**config.mk**
```make
export PLATFORM = sky130hd
export DESIGN_NAME = fan_timer_countdown
export DESIGN_NICKNAME = d
export VERILOG_FILES = /design/src/rtl/fan_timer_countdown.sv
export SDC_FILE = /design/constraint.sdc
export NUM_CORES = 1
export LEC_CHECK = 0
export BUFFER_PORTS_ARGS = -buffer_cell sky130_fd_sc_hd__buf_2
export CAP_MARGIN = 15
export CORE_ASPECT_RATIO = 0.9
export CORE_MARGIN = 8
export CORE_UTILIZATION = 54
export CTS_BUF_LIST = sky130_fd_sc_hd__clkbuf_8 sky130_fd_sc_hd__clkbuf_16
export DETAILED_ROUTE_END_ITERATION = 10
export GPL_ROUTABILITY_DRIVEN = 0
export PLACE_DENSITY = 0.78
export SLEW_MARGIN = 20
export SYNTH_ARGS = -nofsm -noshare
export SYNTH_HDL_FRONTEND = slang
export SYNTH_SLANG_ARGS = --single-unit
export TNS_END_PERCENT = 10
```
**constraint.sdc**
```tcl
create_clock -name clk -period 2.5 [get_ports clk]
set_clock_uncertainty 0.05 [all_clocks]
set_input_delay 0.5 -clock clk [delete_from_list [all_inputs] [get_ports clk]]
set_output_delay 0.5 -clock clk [all_outputs]
set_load 0.03 [all_outputs]
```
**src/rtl/fan_timer_countdown.sv**
```systemverilog
// Countdown timer for a fan: four selectable minute presets, mm:ss BCD display,
// start/pause/resume, cancel, and a one-cycle timeout strobe when 00:00 is reached.
module fan_timer_countdown #(
   parameter int PRESET0 = 1,
   parameter int PRESET1 = 3,
   parameter int PRESET2 = 5,
   parameter int PRESET3 = 10
) (
   input  logic       clk,
   input  logic       reset_p,
   input  logic       clk_sec,
   input  logic       set_pulse,
   input  logic       start_pulse,
   input  logic       cancel_pulse,
   output logic [7:0] min_bcd,
   output logic [7:0] sec_bcd,
   output logic [1:0] preset_idx,
   output logic       running,
   output logic       timeout,
   output logic [1:0] state_dbg
);

   typedef enum logic [1:0] {
      S_IDLE  = 2'd0,
      S_RUN   = 2'd1,
      S_PAUSE = 2'd2,
      S_DONE  = 2'd3
   } state_t;

   state_t     state_q, state_d;
   logic [1:0] idx_q, idx_d;
   logic [7:0] min_q, min_d;
   logic [7:0] sec_q, sec_d;
   logic       running_q, running_d;
   logic       timeout_q, timeout_d;

   function automatic logic [7:0] to_bcd(input int v);
      logic [7:0] r;
      r[7:4] = 4'(v / 10);
      r[3:0] = 4'(v % 10);
      return r;
   endfunction

   function automatic logic [7:0] preset_bcd(input logic [1:0] i);
      logic [7:0] r;
      case (i)
         2'd0:    r = to_bcd(PRESET0);
         2'd1:    r = to_bcd(PRESET1);
         2'd2:    r = to_bcd(PRESET2);
         default: r = to_bcd(PRESET3);
      endcase
      return r;
   endfunction

   // One-second BCD decrement of {min, sec}; 00 seconds borrows to 59.
   function automatic logic [15:0] dec_mmss(input logic [15:0] v);
      logic [3:0] mt, mo, st, so;
      {mt, mo, st, so} = v;
      if (so != 4'd0) begin
         so = so - 4'd1;
      end else if (st != 4'd0) begin
         st = st - 4'd1;
         so = 4'd9;
      end else begin
         st = 4'd5;
         so = 4'd9;
         if (mo != 4'd0) begin
            mo = mo - 4'd1;
         end else begin
            mt = mt - 4'd1;
            mo = 4'd9;
         end
      end
      return {mt, mo, st, so};
   endfunction

   // Priority cancel > start > set > clk_sec; an input that is ignored in the
   // current state does not block a lower-priority one.
   always_comb begin
      state_d   = state_q;
      idx_d     = idx_q;
      min_d     = min_q;
      sec_d     = sec_q;
      timeout_d = 1'b0;
      case (state_q)
         S_IDLE: begin
            if (start_pulse) begin
               state_d = S_RUN;
            end else if (set_pulse) begin
               idx_d = idx_q + 2'd1;
               min_d = preset_bcd(idx_q + 2'd1);
               sec_d = 8'h00;
            end
         end
         S_RUN: begin
            if (cancel_pulse) begin
               state_d = S_IDLE;
               min_d   = preset_bcd(idx_q);
               sec_d   = 8'h00;
            end else if (start_pulse) begin
               state_d = S_PAUSE;
            end else if (clk_sec) begin
               {min_d, sec_d} = dec_mmss({min_q, sec_q});
               if ({min_q, sec_q} == 16'h0001) begin
                  state_d   = S_DONE;
                  timeout_d = 1'b1;
               end
            end
         end
         S_PAUSE: begin
            if (cancel_pulse) begin
               state_d = S_IDLE;
               min_d   = preset_bcd(idx_q);
               sec_d   = 8'h00;
            end else if (start_pulse) begin
               state_d = S_RUN;
            end
         end
         default: begin
            if (cancel_pulse || start_pulse || set_pulse) begin
               state_d = S_IDLE;
               min_d   = preset_bcd(idx_q);
               sec_d   = 8'h00;
            end
         end
      endcase
      running_d = (state_d == S_RUN);
   end

   always_ff @(posedge clk or posedge reset_p) begin
      if (reset_p) begin
         state_q   <= S_IDLE;
         idx_q     <= 2'd0;
         min_q     <= to_bcd(PRESET0);
         sec_q     <= 8'h00;
         running_q <= 1'b0;
         timeout_q <= 1'b0;
      end else begin
         state_q   <= state_d;
         idx_q     <= idx_d;
         min_q     <= min_d;
         sec_q     <= sec_d;
         running_q <= running_d;
         timeout_q <= timeout_d;
      end
   end

   assign min_bcd    = min_q;
   assign sec_bcd    = sec_q;
   assign preset_idx = idx_q;
   assign running    = running_q;
   assign timeout    = timeout_q;
   assign state_dbg  = state_q;

endmodule

```
* After elaboration in Yosys (flattened, before gate mapping)
Index checks and enable logic that the tools add are counted.
Word-level totals: bits in registers 22, input port bits 6, output and inout bits 22, word-level logic and storage cells 84
Operators by class: add/subtract/negate cells 5, equal/unequal tests 16, mux-type cells 40, bitwise operators 1, reduce and logical (&&, ||, !) cells 14
Operators by type and width (number):
- $mux W8 | 14
- $pmux W8 S3 | 2
- $mux W4 | 9
- $pmux W5 S3 | 2
- $eq A16 B1 Y1 const B | 1
- $reduce_bool A4 Y1 | 4
- $sub A4 B1 Y4 const B | 4
- $ne A3 B3 Y1 const B | 5
- $mux W2 | 7
- $reduce_and A9 Y1 | 1
- $eq A2 B1 Y1 const B | 4
- $reduce_and A8 Y1 | 1
- $reduce_and A7 Y1 | 1
- $eq A2 B2 Y1 const B | 3
- $logic_not A2 Y1 | 3
- $ne A2 B2 Y1 const B | 3
- $pmux W2 S3 | 1
- $reduce_and A6 Y1 | 1
- $mux W1 | 5
- $reduce_and A3 Y1 | 1
- $add A2 B1 Y2 const B | 1
- $logic_or A1 B1 Y1 | 2
- $not A1 Y1 | 1

* Longest topological paths before layout
word-level depth 8, depth in mapped cells 8, depth with buffers taken out 7

* Worst setup path before layout
OpenSTA, ideal clock, no wires.
path type reg2reg, start reg sec_q[0], in the netlist sec_bcd[0], end reg min_q[1], in the netlist min_bcd[1], setup time 0.122 ns, data arrival time 1.956 ns, required time 2.328 ns, slack 0.373 ns, stages on the path, launching flop included 9, path buffers 1, clock period less this slack 2.127 ns, cells stage by stage dfrtp_1 inv_1 ha_1 or3b_1 o21ai_0 and2_1 buf_2 nand2_1 a32o_1
Between the ends: word-level cells in the longest chain between the ends 3
Ends and longest elaborated chain:
- start, declared | line 33 | logic [7:0] sec_q, sec_d;
- start signal, assigned | line 135 | sec_q <= 8'h00;
- start signal, assigned | line 142 | sec_q <= sec_d;
- $reduce_bool A4 Y1 | line 59 | if (so != 4'd0) begin
- $ne A3 B3 Y1 (no line)
- $reduce_and A8 Y1 (no line)
- end signal, assigned | line 134 | min_q <= to_bcd(PRESET0);
- end signal, assigned | line 141 | min_q <= min_d;
- end, declared | line 32 | logic [7:0] min_q, min_d;
No other way between the ends. A chain may end at the register's enable or synchronous reset.

* Final worst setup path
Ends and elaborated chain as after synthesis.

==> run_results.csv <==
group,metric,value,unit
drt,drc,0,
cells_and_area,finish.utilization,66.43,%
clock_network,cts_hold_buf,0,
timing,setup_viol,0,
synth,synth_area,0.001414,mm²
power_and_ir_drop,sw_frac_of_total,45.49,%
drt,drtIter0Drc,74,
timing,max_freq,438.8,MHz
power_and_ir_drop,seqPwrFrac,32.4,%
cells_and_area,fillCellCount,212,
global_route,grt_max_degree,23,
global_route,overflow,0,
global_route,grt_pass1_vias,1250,
worst_setup_path,cp_data_arrival_time,2.39,ns
worst_setup_path,cp_max_fo,6,
floorplanning,chipHeight,64.54,µm
timing,slew_viol_final,0,
power_and_ir_drop,comb_power_share,49.6,%
drt,via_per_inst,6.024,
power_and_ir_drop,p_leak,0.7648,nW
synth,ys_ff_latch,22,
global_route,grt_usage,15.18,%
cells_and_area,syn2layout_area_growth,15.93,%
placed_design,dp_cells,207,
clock_network,cts_resized,0,
placed_design,io_buffers,27,
clock_network,numCtsBuffers,3,
power_and_ir_drop,pwr-share-clk,18.0,%
synth,ys_seq_area_share,39.03,%
timing,finalCritPeriodShare,91.16,%
worst_setup_path,reg2reg_slack,0.22,ns
floorplanning,core,0.002467,mm²
floorplanning,die_width,69.94,µm
worst_setup_path,path_class,"reg -> reg",
global_route,grt_first_pass_wirelength,5782,µm
power_and_ir_drop,power_density,1139,mW/mm²
placed_design,dpl.hpwl,2477,µm
synth,syn_nets,171,
flow_run,max_cap_violations,0,
clock_network,clkTransAtPathRegs,0.09,ns
synth,synth_edf_count,0,
global_route,use_met1,18.69,%
clock_network,cts_tree,"yes",
cells_and_area,diodes,0,
drt,ant_nets,0,
cells_and_area,final_nets,199,
cells_and_area,drive_above_1_share,26.23,%
floorplanning,initial_utilization,57.30,%
global_route,met2_usage,25.54,%
floorplanning,row_count,17,
worst_setup_path,r2r_start,"sec_bcd[0]$_DFFE_PP0P_",
clock_network,clock-root-buffer,"clkbuf_8",
worst_setup_path,reg2regPathDepth,7,
global_route,grt-busiest-layer,"met2",
cells_and_area,fin_cells,211,
power_and_ir_drop,max-vdd-ir-drop,824.3,µV
timing,hold_viol,0,
power_and_ir_drop,p_sw,849.3,µW
global_route,gr-usage-met3,4.871,%
worst_setup_path,crit_path_end_kind,"flop",
drt,firstDrtPassIters,4,
power_and_ir_drop,p_int,1.018,mW
timing,slew_headroom,42.41,%
clock_network,clk_latency,0.27,ns
drt,wl_per_cell,16.68,µm
drt,vias,1271,
timing,rsz0062_at_grt,"no",
drt,wl,3519,µm
worst_setup_path,r2r_end,"min_bcd[1]$_DFFE_PP0P_",
synth,syn_inst,156,
run_status,status,"finished, final reports clean",
worst_setup_path,worst_setup_path_start_kind,"flop",
synth,synthArstFlopShare,100.0,%
timing,tightestPinTransition,0.8629,ns
clock_network,htree_num_levels,1,
clock_network,postCtsSetupRepairBufs,0,
timing,worst_hold_slack,0.3425,ns
worst_setup_path,critPathRequiredTime,2.61,ns
synth,avgSynthCellArea,9.063,µm²
floorplanning,io_pins,28,
synth,yosysWarningCount,0,
clock_network,numClockSinks,22,
synth,ys_types,45,
clock_network,clk_path_buf_depth,2,
floorplanning,die_area,0.004514,mm²
global_route,antenna_found_initial,0,
timing,layout_min_cycle_time,2.279,ns
synth,ys.flop_type,"dfrtp_1",
worst_hold_path,hold_class,"in -> async",
## stage by stage
step	instance area [µm²]	TNS [ns]	worst slack [ns]	power [mW]
floorplan	1414	0	0.3726	1.275
detailed placement	1560	-0.08308	-0.05859	1.521
CTS	1632	0	0.09036	1.875
finish	1639	0	0.2209	1.867
global placement	1560	0	0.07383	1.487
global route	1639	0	0.08748	1.989
## flip-flops by register name (all words and copies together) (netlist names)
name and count:
state_dbg 2, sec_bcd 8, timeout 1, preset_idx 2
running 1, min_bcd 8
## logic make-up after synthesis
family / share of synthesized area (%)
buffers and inverters: 7.257
adders and majority gates: 7.965
and+or+nand+nor: 21.59
AOI/OAI and AO/OA: 19.74
xor gates and xnor gates: 3.717
muxes: 0.7080
DFF: 39.03
## layout make-up
class	count	area (µm²)	share of cell area (%)
Multi-Input combinational cell	113	767.0	46.79
Clock buffer	3	41.29	2.519
Tap cell	28	35.03	2.137
Clock inverter	1	30.03	1.832
Inverter	13	48.80	2.977
Sequential cell	22	551.8	33.66
Timing Repair Buffer	31	165.2	10.08
## worst max-delay path by stage
stage | cells after the start | end | startpoint | slack (ns)
global placement | 6 | min_bcd[1]$_DFFE_PP0P_ | set_pulse | 0.07
global route | 7 | min_bcd[1]$_DFFE_PP0P_ | sec_bcd[0]$_DFFE_PP0P_ | 0.09
floorplan | 8 | min_bcd[1]$_DFFE_PP0P_ | sec_bcd[0]$_DFFE_PP0P_ | 0.37
detailed placement | 6 | min_bcd[1]$_DFFE_PP0P_ | set_pulse | -0.06
finish | 7 | min_bcd[1]$_DFFE_PP0P_ | sec_bcd[0]$_DFFE_PP0P_ | 0.22
CTS | 5 | min_bcd[1]$_DFFE_PP0P_ | state_dbg[0]$_DFF_PP0_ | 0.09
## cells in the mapped netlist (all sizes together) (3+ instances only)
library cell / n / area (µm²)
a21oi: 7 / 35.03
buf: 3 / 15.01
clkbuf: 5 / 38.79
dfrtp: 21 / 525.5
ha: 9 / 112.6
inv: 13 / 48.80
nand2: 19 / 71.32
nand3: 4 / 20.02
nor2: 16 / 60.06
nor3: 8 / 45.04
o21ai: 9 / 45.04
o221ai: 3 / 26.28
xnor2: 3 / 26.28
xor2: 3 / 26.28
## cell usage in the layout, fill, tap and decap left out, types with 2 or more instances in the layout
cell type / synthesis / layout
buf_2: 3 / 27
dfrtp_1: 21 / 21
nand2_1: 19 / 19
nor2_1: 16 / 16
inv_1: 13 / 13
o21ai_0: 9 / 9
ha_1: 9 / 9
a21oi_1: 7 / 7
nor3_1: 7 / 7
nand3_1: 4 / 4
buf_4: 0 / 4
o221ai_1: 3 / 3
xnor2_1: 3 / 3
xor2_1: 3 / 3
clkbuf_8: 2 / 3
o211ai_1: 2 / 2
o31ai_1: 2 / 2
nand4_1: 2 / 2
a31o_2: 2 / 2
## layer usage
metal / part of all wire (%) / vias to the layer above
met5: 0 / -
met4: 0.43 / 0
met3: 6.0 / 2
met2: 51 / 46
met1: 43 / 619
li1: - / 604
## power by group through the flow
stage / clock network, mW / logic (mW) / registers, mW
final: 0.336 / 0.926 / 0.606
after global routing: 0.356 / 1.01 / 0.627
after CTS: 0.343 / 0.929 / 0.603
after detailed placement: 0 / 0.912 / 0.610
after global placement: 0 / 0.886 / 0.601
after floorplan: 0 / 0.460 / 0.814
## critical path, cell delays in order (launching register included)
cell and delay [ns]:
dfrtp_1 0.43, inv_1 0.09, ha_1 0.20, or3b_1 0.43, o21ai_0 0.37, and2_1 0.31, nand2_1 0.08, a32o_1 0.21
(Power assumes the default switching activity.)
